[config.mk]
export PLATFORM = sky130hd
export DESIGN_NAME = scm_read_streamer
export DESIGN_NICKNAME = d
export VERILOG_FILES = /design/src/rtl/scm_stream_pkg.sv /design/src/rtl/scm_stream_fifo.sv /design/src/rtl/scm_read_streamer.sv
export SDC_FILE = /design/constraint.sdc
export NUM_CORES = 1
export LEC_CHECK = 0
export BUFFER_PORTS_ARGS = -buffer_cell sky130_fd_sc_hd__buf_2
export CORE_MARGIN = 3
export CORE_UTILIZATION = 30
export DETAILED_ROUTE_END_ITERATION = 6
export MAX_ROUTING_LAYER = met4
export PLACE_DENSITY_LB_ADDON = 0.2
export RECOVER_POWER = 100
export SYNTH_ARGS = -nofsm -noshare
export SYNTH_HDL_FRONTEND = slang
export SYNTH_SLANG_ARGS = --single-unit
[constraint.sdc]
create_clock -name clk -period 3.75 [get_ports clk]
set_input_delay 0.1875 -clock clk [delete_from_list [all_inputs] [get_ports clk]]
set_output_delay 0.1875 -clock clk [all_outputs]
set_load 0.005 [all_outputs]
[src/rtl/scm_stream_pkg.sv]
// Shared types and helpers for the SCM read streamer.
// Optional build macro used by the top: SCM_STREAM_STRIDE_EN.
package scm_stream_pkg;

  typedef enum logic [1:0] {
    IDLE,
    ISSUE,
    DRAIN
  } state_e;

  localparam int FIFO_DEPTH = 2;

  // Address after one issue, wrapping modulo 2**aw.
  function automatic logic [31:0] next_addr(input logic [31:0] addr,
                                            input logic [31:0] inc,
                                            input int unsigned aw);
    logic [31:0] mask;
    mask = (32'd1 << aw) - 32'd1;
    return (addr + inc) & mask;
  endfunction

endpackage

[src/rtl/scm_stream_fifo.sv]
// Two-entry register FIFO carrying a data word plus its last-beat flag.
module scm_stream_fifo
  import scm_stream_pkg::*;
#(
  parameter int DATA_WIDTH = 32
) (
  input  logic                  clk,
  input  logic                  rst,
  input  logic                  i_push,
  input  logic [DATA_WIDTH-1:0] i_push_data,
  input  logic                  i_push_last,
  input  logic                  i_pop,
  output logic                  o_valid,
  output logic [DATA_WIDTH-1:0] o_data,
  output logic                  o_last,
  output logic [1:0]            o_count
);

  logic [DATA_WIDTH-1:0] r_mem  [FIFO_DEPTH];
  logic                  r_last [FIFO_DEPTH];
  logic                  r_wr_ptr;
  logic                  r_rd_ptr;
  logic [1:0]            r_count;

  always_ff @(posedge clk) begin
    if (rst) begin
      r_wr_ptr <= 1'b0;
      r_rd_ptr <= 1'b0;
      r_count  <= 2'd0;
    end else begin
      if (i_push) r_wr_ptr <= r_wr_ptr + 1'b1;
      if (i_pop)  r_rd_ptr <= r_rd_ptr + 1'b1;
      case ({i_push, i_pop})
        2'b10:   r_count <= r_count + 2'd1;
        2'b01:   r_count <= r_count - 2'd1;
        default: r_count <= r_count;
      endcase
    end
  end

  // NOTE: payload storage is left unreset; o_data/o_last are masked by o_valid,
  // so stale contents never reach the outputs.
  always_ff @(posedge clk) begin
    if (i_push) begin
      r_mem[r_wr_ptr]  <= i_push_data;
      r_last[r_wr_ptr] <= i_push_last;
    end
  end

  assign o_valid = (r_count != 2'd0);
  assign o_data  = o_valid ? r_mem[r_rd_ptr] : '0;
  assign o_last  = o_valid & r_last[r_rd_ptr];
  assign o_count = r_count;

endmodule

[src/rtl/scm_read_streamer.sv]
// Burst reader for the 1R1W SCM: issues sequential reads, absorbs the one-cycle
// read latency and emits a valid/ready stream. Build option: SCM_STREAM_STRIDE_EN.
module scm_read_streamer
  import scm_stream_pkg::*;
#(
  parameter int ADDR_WIDTH = 5,
  parameter int DATA_WIDTH = 32
) (
  input  logic                  clk,
  input  logic                  rst,
  input  logic                  start_i,
  input  logic [ADDR_WIDTH-1:0] base_addr_i,
  input  logic [ADDR_WIDTH:0]   len_i,
`ifdef SCM_STREAM_STRIDE_EN
  input  logic [ADDR_WIDTH-1:0] stride_i,
`endif
  output logic                  busy_o,
  output logic                  done_o,
  output logic                  rf_ren_o,
  output logic [ADDR_WIDTH-1:0] rf_raddr_o,
  input  logic [DATA_WIDTH-1:0] rf_rdata_i,
  output logic                  m_valid_o,
  input  logic                  m_ready_i,
  output logic [DATA_WIDTH-1:0] m_data_o,
  output logic                  m_last_o
);

  localparam logic [ADDR_WIDTH:0] CNT_ONE = 1;

  state_e                r_state;
  state_e                w_state_nxt;
  logic [ADDR_WIDTH-1:0] r_addr;
  logic [ADDR_WIDTH:0]   r_issue_cnt;
  logic [ADDR_WIDTH:0]   r_beat_cnt;
  logic                  r_inflight;
  logic                  r_inflight_last;
  logic                  r_done;

  logic                  w_pop;
  logic                  w_ren;
  logic                  w_accept;
  logic                  w_last_hs;
  logic [1:0]            w_fifo_count;
  logic [2:0]            w_occ;
  logic [ADDR_WIDTH-1:0] w_inc;
  logic [ADDR_WIDTH-1:0] w_addr_nxt;

`ifdef SCM_STREAM_STRIDE_EN
  assign w_inc = stride_i;
`else
  assign w_inc = ADDR_WIDTH'(1);
`endif

  assign w_pop      = m_valid_o & m_ready_i;
  assign w_accept   = (r_state == IDLE) && start_i && (len_i != '0);
  assign w_last_hs  = w_pop && (r_beat_cnt == CNT_ONE);
  assign w_addr_nxt = ADDR_WIDTH'(next_addr(32'(r_addr), 32'(w_inc), ADDR_WIDTH));

  // Slots already claimed after this cycle's pop: buffered words plus the read in flight.
  assign w_occ = {1'b0, w_fifo_count} + {2'b00, r_inflight} - {2'b00, w_pop};
  assign w_ren = (r_state == ISSUE) && (r_issue_cnt != '0) && (w_occ < 3'(FIFO_DEPTH));

  // NOTE: every always_comb output gets a default first so no path can infer a latch.
  always_comb begin
    w_state_nxt = r_state;
    case (r_state)
      IDLE:    if (w_accept) w_state_nxt = ISSUE;
      ISSUE:   if (w_ren && (r_issue_cnt == CNT_ONE)) w_state_nxt = DRAIN;
      DRAIN:   if (w_last_hs) w_state_nxt = IDLE;
      default: w_state_nxt = IDLE;
    endcase
  end

  // NOTE: state registers use non-blocking assignments so every flop samples
  // pre-edge values regardless of statement order.
  always_ff @(posedge clk) begin
    if (rst) begin
      r_state         <= IDLE;
      r_addr          <= '0;
      r_issue_cnt     <= '0;
      r_beat_cnt      <= '0;
      r_inflight      <= 1'b0;
      r_inflight_last <= 1'b0;
      r_done          <= 1'b0;
    end else begin
      r_state         <= w_state_nxt;
      r_inflight      <= w_ren;
      r_inflight_last <= w_ren && (r_issue_cnt == CNT_ONE);
      r_done          <= ((r_state == IDLE) && start_i && (len_i == '0)) ||
                         ((r_state == DRAIN) && w_last_hs);
      if (w_accept) begin
        r_addr      <= base_addr_i;
        r_issue_cnt <= len_i;
        r_beat_cnt  <= len_i;
      end else begin
        if (w_ren) begin
          r_addr      <= w_addr_nxt;
          r_issue_cnt <= r_issue_cnt - CNT_ONE;
        end
        if (w_pop) r_beat_cnt <= r_beat_cnt - CNT_ONE;
      end
    end
  end

  scm_stream_fifo #(
    .DATA_WIDTH (DATA_WIDTH)
  ) u_fifo (
    .clk         (clk),
    .rst         (rst),
    .i_push      (r_inflight),
    .i_push_data (rf_rdata_i),
    .i_push_last (r_inflight_last),
    .i_pop       (w_pop),
    .o_valid     (m_valid_o),
    .o_data      (m_data_o),
    .o_last      (m_last_o),
    .o_count     (w_fifo_count)
  );

  assign busy_o     = (r_state != IDLE);
  assign done_o     = r_done;
  assign rf_ren_o   = w_ren;
  assign rf_raddr_o = (r_state == ISSUE) ? r_addr : '0;

endmodule

Word level (Yosys, flattened, before mapping)
Memories as Yosys holds them, arrays and structs flattened. A register that Yosys moved wholly into a read port is not among the register bits.
Cells that the tools add are included.
- bits in writable memories: 66
- output and inout bits: 42
- logic and storage cells: 71
- register bits: 26
- memories: 2
- input port bits: 47
- reduce and logical (&&, ||, !) cells: 19
- multiplexer cells: 19
- bitwise logic cells: 2
- magnitude comparators: 1
- eq/ne operators: 9
- $add $sub $neg: 9
- memories (name ; depth ; width ; read ports ; clocked after memory_dff ; wr ports ; line ; RTL):
    u_fifo.r_mem ; 2 ; 32 ; 1 ; 1 ; 1 ; scm_stream_fifo.sv:19 ; logic [DATA_WIDTH-1:0] r_mem [FIFO_DEPTH];
    u_fifo.r_last ; 2 ; 1 ; 1 ; 1 ; 1 ; scm_stream_fifo.sv:20 ; logic r_last [FIFO_DEPTH];
- operators by type and width (kind ; count):
    $mux 32 ; 1
    $mux 6 ; 4
    $mux 5 ; 3
    $eq 6x1->1 const B ; 2
    $reduce_bool 6->1 ; 2
    $sub 6x1->6 const B ; 2
    $reduce_bool 2->1 ; 5
    $logic_and 1x1->1 ; 8
    $logic_not 6->1 ; 1
    $mux 1 ; 6
    $mux 2 ; 3
    $pmux 2 s3 ; 1
    $add 5x1->5 const B ; 1
    $eq 2x1->1 const B ; 2
    $eq 2x2->1 const B ; 2
    $ne 2x2->1 const B ; 2
    $pmux 2 s2 ; 1
    $add 2x1->3 ; 1
    $lt 3x2->1 const B ; 1
    $reduce_and 3->1 ; 1
    $sub 3x1->3 ; 1
    $add 1x1->1 const B ; 2
    $add 2x1->2 const B ; 1
    $and 1x1->1 ; 2
    other kinds (4) ; 4

Longest topological paths before layout
Gate-level depths: netlist of the first run.
- depth in word-level cells: 8
- gate-level depth with buffers: 10
- gate-level depth less buffers: 9

Hierarchy
A second synthesis of the first run with hierarchy kept.
- cell total of the unflattened synthesis: 309
- area, all modules: 3978.8 sq um
- by module, submodules not included (module ; instances ; cells each ; area each (sq um) ; sequential area each (sq um)):
    scm_stream_fifo ; 1 ; 161 ; 2678.8 ; 2082.0
    scm_read_streamer ; 1 ; 148 ; 1300.0 ; 440.4

Worst setup path before layout of the first run
No wires, ideal clock.
- path kind: reg-to-reg
- start: register u_fifo.r_count[1], in the netlist u_fifo.o_count[1]
- end: register r_addr[3]
- clock period less this slack: 2699 ps
- data required time: 3671 ps
- arrival time: 2619 ps
- setup time: 79 ps
- buffers on the path: 1
- cell stages (with the launch flop): 11
- setup slack: 1051 ps
- cells stage by stage: dfxtp_1 > clkbuf_1 > o21ai_0 > nor2_1 > o21ai_0 > fa_1 > xnor2_1 > o211ai_4 > inv_6 > mux2_1 > a211oi_2
- longest elaborated chain between the ends: 6
- elaborated cells between the ends (all ways): 7
- classes of those cells: add/sub: 2; order compare: 1; bitwise: 1; reduce/logical: 3
- ends and longest elaborated chain (element ; line ; RTL):
    start, declared ; scm_stream_fifo.sv:23 ; logic [1:0] r_count;
    start signal, assigned ; scm_stream_fifo.sv:34 ; 2'b10: r_count <= r_count + 2'd1;
    start signal, assigned ; scm_stream_fifo.sv:35 ; 2'b01: r_count <= r_count - 2'd1;
    start signal, assigned ; scm_stream_fifo.sv:36 ; default: r_count <= r_count;
    parallel branches: the longest is 2 deep, another holds $add 2x1->3 ; -- ;
    $sub 3x1->3 * ; scm_read_streamer.sv:60 ; assign w_occ = {1'b0, w_fifo_count} + {2'b00, r_inflight} - {2'b00, w_pop};
    $lt 3x2->1 * ; scm_read_streamer.sv:61 ; assign w_ren = (r_state == ISSUE) && (r_issue_cnt != '0) && (w_occ < 3'(FIFO_DEPTH));
    $logic_and 1x1->1 * ; scm_read_streamer.sv:61 ;
    net rf_ren_o ; scm_read_streamer.sv:19 ; output logic rf_ren_o,
    $reduce_bool 2->1 (no line) * ; -- ;
    end signal, assigned ; scm_read_streamer.sv:92 ; r_addr <= base_addr_i;
    end signal, assigned ; scm_read_streamer.sv:97 ; r_addr <= w_addr_nxt;
    end, declared ; scm_read_streamer.sv:32 ; logic [ADDR_WIDTH-1:0] r_addr;
Mark *: on every way through the listed nets, which the timed path passes.
A chain may end at the register's enable or synchronous reset.

Worst setup path in the final report of the first run
- start: register u_fifo.r_count[1], in the netlist u_fifo.o_count[1]
- end: output port rf_ren_o
- longest elaborated chain between the ends: 5
- elaborated cells between the ends (all ways): 6
- classes of those cells: add/sub: 2; order compare: 1; bitwise: 1; reduce/logical: 2
- ends and longest elaborated chain (element ; line):
    parallel branches: the longest is 2 deep, another holds $add 2x1->3 ; --
    $sub 3x1->3 * ; scm_read_streamer.sv:60
    $lt 3x2->1 * ; scm_read_streamer.sv:61
    $logic_and 1x1->1 * ; scm_read_streamer.sv:61
    end, declared ; scm_read_streamer.sv:19
Every way passes the cells marked *.

==> impl_results.md, run 1 <==
- Status: finished, violations left
- Violated checks: capacitance limit, slew limit
- First-pass GRT wire length: 13,400 microns
- Nature of the critical path endpoint: output pin
- Layout Nets: 454
- Overall power: 0.00248 W
- Crit start category: flip-flop
- Rows: 41
- First DRT Iteration DRCs: 145
- Initial antenna violation count: 1
- Total power density per cell area: 515 nW/um^2
- Finished Layout Cells: 578
- Iteration count of the initial detailed-routing pass: 4
- RSZ-0062 raised after global routing: false
- Top cell type's share of synthesized area: 49.0%
- Cells after Synth: 316
- Critical path arrival: 2810 ps
- Post-route cell area: 4810 sq um
- Number of port buffers: 88
- CTS Buf Count: 9
- Asr flop ratio synth: 0%
- Worst Hold Depth: 1
- Largest net degree at the start of global routing: 35
- Area contributors post-synth: edfxtp_1, dfxtp_1, mux2i_1, nor2_1, ha_1
- Die Y: 122 microns
- Final hold vios: 0
- Leak: 1.59 nW
- DRC viols: 0
- Flops & latches, synth: 93
- Final setup fails: 0
- Fmax: 0.333 GHz
- Worst VDD drop: 0.200 mV
- Slew Viols, Final: 122
- Starting Density: 31.4%
- Clock Latency Late Sink: 340 ps
- Period utilization: 80.0%
- Number of flops mapped to enable cells by yosys: 66
- Remaining antenna violation count: 0
- WP data required: 3560 ps
- Post-synth top cells: edfxtp_1, nor2_1, mux2i_1
- Sink Count: 93
- Crit-path max FO: 16
- CP cell instances: o21ai_0, nor2_1, o21ai_0, fa_1, xnor2_1, o211ai_4, inv_6, clkbuf_1
- Vias per inst: 4.62
- Final min period: 3000 ps
- Placed insts: 561
- Hold Crit Class: input port to flip-flop
- Grt ovf: 0
- Setup TNS: 0 ps
- Cell Area, Synth: 4050 sq um
- Hold_sp: rf_rdata_i[0]
- Layout area overhead: 19.0%
- Final Skew: 5.50 ps
- Slowest CP cell: dfxtp_1
- Number of hold buffers added after cts: 0
- RePlAce Congestion: 0.732
- Ys Warns: 0
- Layout cells sized above 1: 15.8%
- Critical path class: flip-flop to output pin
- H-tree Lvls: 3
- DIE WIDTH: 122 microns
- Setup Buffers After CTS: 0
- Vias in the first global route: 2,589
- Post-synthesis average cell area: 12.8 sq um
- CTS tree: built
- Syn Nets: 370
- Netlist cell types: 50
- Max-Cap Viols: 4
- Routed WL: 8480 microns
- Root buf cell: clkbuf_16
- Clock buffer depth: 2
- Post-DP HPWL: 5610 microns
- Crit path top cell by count: o21ai_0
- Register area share after synthesis: 62.3%
- Cell taking the most area after synthesis: edfxtp_1
- Resized cells post-CTS: 0
- Main flop type after synthesis: edfxtp_1
- Most numerous cell in the Yosys netlist: edfxtp_1
- CP startpoint: u_fifo.o_count[1]
- Worst-path clk slew: 70 ps
- Delay of the slowest critical-path stage: 490 ps
- Wire per inst: 14.7 microns
- Core footprint: 12,900 sq um
- DP Area: 4630 sq um
- Reg2reg path depth: 9
- Worst-Margin Slew: 2350 ps
- Slew HR: -57.0%
- Vias: 2,670
- RR Startpoint: u_fifo.o_count[1]
- I/O pin cnt: 89
- Gr usage total: 12.1%
- Die footprint: 14,900 sq um
layout make-up:
cell class	count	area, sq um
Antenna cell	1	2.50
Inverter	12	50.0
Timing Repair Buffer	89	380
Tap cell	172	215
Multi-Input combinational cell	195	1370
Sequential cell	93	2520
Clock buffer	10	229
Fill cell	1279	8060
Clock inverter	6	45.0
worst paths after layout:
kind | end | slack [ps]
min reg2reg | u_fifo.r_last[1] | 430
min | u_fifo.r_mem[1][0] | 30
max | rf_ren_o | 750
max reg2reg | r_addr[4] | 780
sequential cells by signal, summed over array words and instances, names as in the netlist, named ones only:
name / flops
done_o: 1
r_addr: 5
r_beat_cnt: 6
r_inflight: 1
r_inflight_last: 1
r_issue_cnt: 6
r_state: 2
u_fifo.o_count: 2
u_fifo.r_last: 2
u_fifo.r_mem: 64
u_fifo.r_rd_ptr: 1
u_fifo.r_wr_ptr: 1
stage by stage:
stage                     hold slack (ps)  util [%]  worst slack [ps]
after global routing                 4.18      37.4               407
after CTS                            8.29      38.1               697
after global placement                377      36.0               840
after floorplan                       286         -              1050
final                                32.5      37.4               749
after detailed placement              380      36.0               757
layout by cell type, fill, tap and decap left out, drive strengths merged, types with 8 or more instances in the layout:
master,instances
edfxtp,66
clkbuf,66
a21oi,8
nand2,8
nand3,10
dfxtp,27
mux2i,34
inv,14
buf,33
nor2,46
logic make-up after synthesis:
kind of cell    after synthesis  share of synthesized area, %
flops                        93                          62.3
mux                          37                          9.25
simple gates                 98                          12.0
compound gates               44                          8.66
xor+xnor                      9                          1.95
buf+inv                      28                          3.43
fa+ha+maj                     7                          2.35
power breakdown:
part | switching, W | internal, W | total (W)
Combinational | 0.000233 | 0.000182 | 0.000415
Clock | 0.000379 | 0.000453 | 0.000831
Sequential | 0.0000647 | 0.00117 | 0.00123
per-layer routing:
metal,track usage [%],wire length [microns],vias to the layer above
met5,-,0,-
met4,3.99,114,0
met3,4.32,590,13
met2,19.0,4000,78
met1,14.6,3770,1257
li1,-,-,1322
critical path, delay by kind of cell, from the launching register on:
family / cells / cell delay (ps)
flip-flops: 1 / 490
AO/OA/AOI/OAI: 3 / 720
adder cells (fa/ha/maj): 1 / 390
XOR/XNOR: 1 / 340
buffers and inverters: 2 / 310
AND/OR/NAND/NOR: 1 / 230
No activity file was read; power rests on OpenSTA's default activity.
==> run 2, diff against run 1 <==
Clock period 3.75 ns to 2.6 ns, I/O delays scaled along.
==> run 2 against run 1 <==
The run now ends clean; hold slack gained 50 ps; die area is the same; power grew 45%; register-to-register slack lost 620 ps; core utilization grew 3.0 points; routed wire length grew 3.3%; non-clock buffer count grew 43; cell area grew 8.1%; clock power grew 40%; combinational power grew 69%; critical endpoint is now r_addr[3]; largest power group unchanged; highest routed layer unchanged.
==> impl_results.md, run 2 (same netlist as run 1, synthesis figures left out) <==
- Status: finished, final reports clean
- Iteration count of the initial detailed-routing pass: 4 (unchanged)
- RePlAce Congestion: 0.797 (+8.9%)
- Clock Latency Late Sink: 340 ps (about the same)
- Largest Register: u_fifo.r_mem
- Clock buffer depth: 2 (unchanged)
- Layout area overhead: 28.6%
- Slew Viols, Final: 0 (-100%)
- Crit-path max FO: 10 (-6)
- I/O pin cnt: 89 (unchanged)
- Nature of the critical path endpoint: flip-flop
- Rows: 41 (unchanged)
- Leak: 1.78 nW (+12%)
- Vias per inst: 4.58 (-0.87%)
- Final hold vios: 0 (unchanged)
- Initial antenna violation count: 0 (-1)
- RSZ-0062 raised after global routing: false
- Starting Density: 31.4% (unchanged)
- Critical path arrival: 2700 ps (-110 ps)
- WP data required: 2850 ps (-710 ps)
- Sink Count: 93 (unchanged)
- Layout Nets: 497 (+9.5%)
- Root buf cell: clkbuf_16
- Top Registers: u_fifo.r_mem x64, r_beat_cnt x6, r_issue_cnt x6
- Core footprint: 12,900 sq um (unchanged)
- CTS tree: built
- Grt ovf: 0 (unchanged)
- DRC viols: 0 (unchanged)
- Layout cells sized above 1: 17.0% (+1.2 points)
- Placed insts: 572 (+2.0%)
- Vias in the first global route: 2,840 (+9.7%)
- First-pass GRT wire length: 14,200 microns (+5.8%)
- Finished Layout Cells: 620 (+7.3%)
- Worst VDD drop: 0.228 mV (+14%)
- Diode count: 0 (-1)
- RR Startpoint: u_fifo.o_count[0]
- DIE WIDTH: 122 microns (unchanged)
- H-tree Lvls: 3 (unchanged)
- CTS Buf Count: 9 (unchanged)
- Worst-Margin Slew: 1240 ps (-1120 ps)
- Register Area: 2520 sq um (about the same)
- Reg2reg path depth: 9 (unchanged)
- Remaining antenna violation count: 0 (unchanged)
- Most frequent cells in the layout: edfxtp_1, clkbuf_1, nor2_1
- Overall power: 0.00360 W (+45%)
- Multi-input gate area: 1380 sq um (+0.73%)
- Gr usage total: 12.6% (+0.44 points)
- Commonest non-fill, non-tap cell in the layout: edfxtp_1
- First DRT Iteration DRCs: 141 (-2.8%)
- Die Y: 122 microns (unchanged)
- Worst-path clk slew: 70 ps (about the same)
- Wire per inst: 14.1 microns (-3.7%)
- Number of port buffers: 88 (unchanged)
- Total power density per cell area: 692 nW/um^2 (+35%)
- Worst Hold Depth: 3 (+2)
- Setup TNS: 0 ps (unchanged)
- Largest register FFs: 64 (unchanged)
- Final min period: 2440 ps
- Final Skew: 6.74 ps (+1.24 ps)
- Hold_sp: start_i
- Die footprint: 14,900 sq um (unchanged)
- Largest net degree at the start of global routing: 35 (unchanged)
- Critical path class: flip-flop to flip-flop
- Fmax: 0.409 GHz
- Period utilization: 94.0%
- Max-Cap Viols: 0 (-4)
- Crit start category: flip-flop
- Hold Crit Class: input port to flip-flop
- Slew HR: 16.9% (+74 points)
- Routed WL: 8760 microns (+3.3%)
- Final setup fails: 0 (unchanged)
- Vias: 2,839 (+6.3%)
- Fill count: 1,278 (-0.078%)
- CP startpoint: u_fifo.o_count[0]
- Post-DP HPWL: 5750 microns (+2.5%)
[run 2: cell types whose count changed in the layout (fill, tap and decap cells not counted), sizes merged]
| cell | before | now |
|---|---|---|
| inv | 14 | 12 |
| dlygate4sd3 | 0 | 32 |
| clkbuf | 66 | 74 |
| diode | 1 | 0 |
| clkinv | 2 | 3 |
| clkinvlp | 2 | 1 |
| buf | 33 | 38 |
[run 2: what timing repair did]
action	in CTS	in global routing
endpoints found under the setup margin	0	5
hold buffers	32	0
resized for setup	0	2
setup buffers	0	0
endpoints found under the hold margin	64	0
[run 2: where the power goes]
| group | switching [W] | total, W | leakage, nW | internal (W) |
|---|---|---|---|---|
| registers | 0.0000557 | 0.00174 | 0.819 | 0.00168 |
| clock network | 0.000518 | 0.00116 | 0.124 | 0.000646 |
| logic | 0.000391 | 0.000701 | 0.834 | 0.000310 |
[run 2: final cells by class]
class | count | area share, %
clock buffers | 12 | 4.54
clock inverters | 4 | 0.481
inverters | 12 | 0.962
multi-input cells | 195 | 26.5
flip-flops and latches | 93 | 48.5
well taps | 172 | 4.14
repair buffers | 132 | 14.9
[run 2: worst paths after layout]
check	endpoint	slack (ps)
setup reg to reg	r_addr[3]	160
hold / removal	done_o	80
setup / recovery	r_addr[3]	160
hold reg to reg	u_fifo.r_last[1]	430
[run 2: worst max-delay path: stages (launching register included)]
cell and delay, ps:
dfxtp_2 350, o21ai_1 160, nor2_1 70, buf_4 130, fa_1 520, and3b_1 230
o211ai_4 180, inv_6 140, mux2_1 340, a211oi_1 230
[run 2: metrics by stage]
| step | setup WS [ps] | util (%) | hold slack (ps) | area [sq um] |
|---|---|---|---|---|
| final | 156 | 40.4 | 82.3 | 5200 |
| after global routing | 16.7 | 40.4 | 83.1 | 5200 |
| after CTS | 94.1 | 41.2 | 66.7 | 5310 |
| after detailed placement | 117 | 36.7 | 322 | 4720 |
| after global placement | 183 | 36.7 | 319 | 4720 |
| after floorplan | 60.2 | - | 229 | 4060 |
[run 2: metal layers]
layer	global-route usage, %	share of wire (%)	up-vias
li1	-	-	1412
met4	5.04	1.2	0
met2	19.0	44	80
met5	-	0	-
met1	16.5	49	1339
met3	2.60	5.8	8
==> run 3, diff against run 2 <==
Clock period 2.6 ns to 2.3 ns, I/O delays scaled along.
==> run 3 against run 2 <==
Critical endpoint is now r_issue_cnt[2]; core utilization rose by 1.8 points; sequential power rose by 14%; flip-flop and latch count did not move.
==> impl_results.md, run 3 (same netlist as run 1, synthesis figures left out) <==
- Worst-Margin Slew: 578 ps (-661 ps)
- Met1 WL: 4180 microns (-2.7%)
- Slowest CP cell: fa_1
- Vias in the first global route: 2,828 (-0.42%)
- Worst-path clk slew: 70 ps (about the same)
- Largest register FFs: 64 (unchanged)
- Delay of the slowest critical-path stage: 430 ps (-90 ps)
- Starting Density: 31.4% (unchanged)
- Final hold vios: 0 (unchanged)
- Die footprint: 14,900 sq um (unchanged)
- Max-Cap Viols: 0 (unchanged)
- Vias per inst: 4.57 (-0.19%)
- Fill count: 1,233 (-3.5%)
- Layout Nets: 504 (+1.4%)
- Initial antenna violation count: 0 (unchanged)
- Slew Viols, Final: 0 (unchanged)
- Number of port buffers: 88 (unchanged)
- CP cell instances: o21ai_4, nor2_4, o21ai_2, fa_1, and3b_2, o211ai_4, buf_4, mux2_2, o22ai_1
- Sink Count: 93 (unchanged)
- Leak: 1.97 nW (+11%)
- CP startpoint: u_fifo.o_count[0]
- Met2 Wirelength: 4120 microns (+7.2%)
- Clock Latency Late Sink: 330 ps (about the same)
- Post-route cell area: 5440 sq um (+4.4%)
- Met3 routed WL: 470 microns (-8.2%)
- Largest Register: u_fifo.r_mem
- Final setup fails: 0 (unchanged)
- RePlAce Congestion: 0.821 (+3.1%)
- Layout cells sized above 1: 26.7% (+9.7 points)
- Remaining antenna violation count: 0 (unchanged)
- RR Startpoint: u_fifo.o_count[0]
- Multi-input gate area: 1460 sq um (+5.6%)
- Overall power: 0.00437 W (+21%)
- Slew HR: 61.5% (+45 points)
- H-tree Lvls: 3 (unchanged)
- Commonest non-fill, non-tap cell in the layout: edfxtp_1
- Flop-to-flop setup slack: 20 ps (-140 ps)
- Vias: 2,861 (+0.77%)
- Post-DP HPWL: 5780 microns (+0.59%)
- Critical path class: flip-flop to flip-flop
- Hold Path End: done_o
- Worst r2r dst: r_issue_cnt[2]
- Core footprint: 12,900 sq um (unchanged)
- Rows: 41 (unchanged)
- Final Skew: 5.24 ps (-1.50 ps)
- Root buf cell: clkbuf_16
- DP Area: 4790 sq um (+1.3%)
- Worst Hold Depth: 3 (unchanged)
- Crit start category: flip-flop
- RSZ-0062 raised after global routing: true
- Final min period: 2280 ps (-163 ps)
- First DRT Iteration DRCs: 148 (+5.0%)
- WP data required: 2560 ps (-290 ps)
- Clock buffer depth: 2 (unchanged)
- Reg2reg path depth: 9 (unchanged)
- Critical path arrival: 2540 ps (-160 ps)
- Gr usage total: 12.7% (+0.15 points)
- Hold_sp: start_i
- DRC viols: 0 (unchanged)
- CTS Buf Count: 9 (unchanged)
- Status: finished, final reports clean
- DIE WIDTH: 122 microns (unchanged)
- Top Layer Used: met4
- CTS tree: built
- Diode count: 0 (unchanged)
- Crit-path max FO: 9 (-1)
- Fmax: 0.438 GHz (+7.2%)
- Grt ovf: 0 (unchanged)
- Most frequent cells in the layout: edfxtp_1, buf_2, nor2_1
- First-pass GRT wire length: 14,400 microns (+1.3%)
- Iteration count of the initial detailed-routing pass: 4 (unchanged)
- Die Y: 122 microns (unchanged)
- Layout area overhead: 34.3%
- Util after Layout: 42.2% (+1.8 points)
- Total power density per cell area: 804 nW/um^2 (+16%)
- Register Area: 2530 sq um (+0.15%)
- Largest net degree at the start of global routing: 35 (unchanged)
- Period utilization: 99.2% (+5.2 points)
- Hold Crit Class: input port to flip-flop
- Wire per inst: 14.3 microns (+0.93%)
- Top Registers: u_fifo.r_mem x64, r_beat_cnt x6, r_issue_cnt x6
- Worst VDD drop: 0.286 mV (+26%)
- Nature of the critical path endpoint: flip-flop
- I/O pin cnt: 89 (unchanged)
- Routed WL: 8920 microns (+1.9%)
## run 3: cell types whose count changed in the layout (fill, tap and decap cells not counted), sizes merged
cell    before  now
clkinv       3    2
bufinv       0    2
clkbuf      74   37
buf         38   80
## run 3: worst max-delay path, delay by kind of cell, from the launching register on
kind,cells,cell delay [ps]
compound gates,4,520
fa+ha+maj,1,430
buf+inv,1,230
flops,1,370
mux,1,340
simple gates,2,310
## run 3: final cells by class
cell class              count  area share, %
well taps                 172           3.96
inverters                  12          0.921
clock buffers              10           4.21
clock inverters             5           1.40
multi-input cells         195           26.8
repair buffers            139           16.2
flip-flops and latches     93           46.5
## run 3: routing by layer
metal / global-route usage [%] / vias to the layer above
li1: - / 1425
met1: 16.3 / 1343
met2: 20.0 / 82
met3: 2.32 / 11
met4: 5.18 / 0
met5: - / -
## run 3: power breakdown
group / total (W) / internal [W] / leakage, nW / switching (W)
clock network: 0.00153 / 0.000941 / 0.146 / 0.000585
logic: 0.000862 / 0.000415 / 1.01 / 0.000447
registers: 0.00198 / 0.00190 / 0.820 / 0.0000788
## run 3: worst max path at each step
| stage | to | cells after the start |
|---|---|---|
| after global routing | r_issue_cnt[2] | 9 |
| after detailed placement | r_addr[4] | 8 |
| after global placement | r_issue_cnt[2] | 8 |
| after floorplan | r_addr[3] | 10 |
| final | r_issue_cnt[2] | 9 |
| after CTS | r_addr[4] | 9 |
## run 3: repair_timing
item,CTS,global route
resized for setup,7,2
setup buffers,3,1
pin swaps,3,1
setup endpoints to repair,4,6
hold buffers,32,0
hold endpoints to repair,64,0
## run 3: stage by stage
stage | TNS (ps) | setup WS [ps] | hold slack [ps] | cells
after floorplan | 0 | 2.02 | 214 | 316
after global routing | -355 | -86.7 | 76.2 | 626
after CTS | 0 | 22.7 | 62.9 | 625
after global placement | 0 | 5.08 | 304 | 576
after detailed placement | -174 | -64.9 | 308 | 576
final | 0 | 19.5 | 70.2 | 626
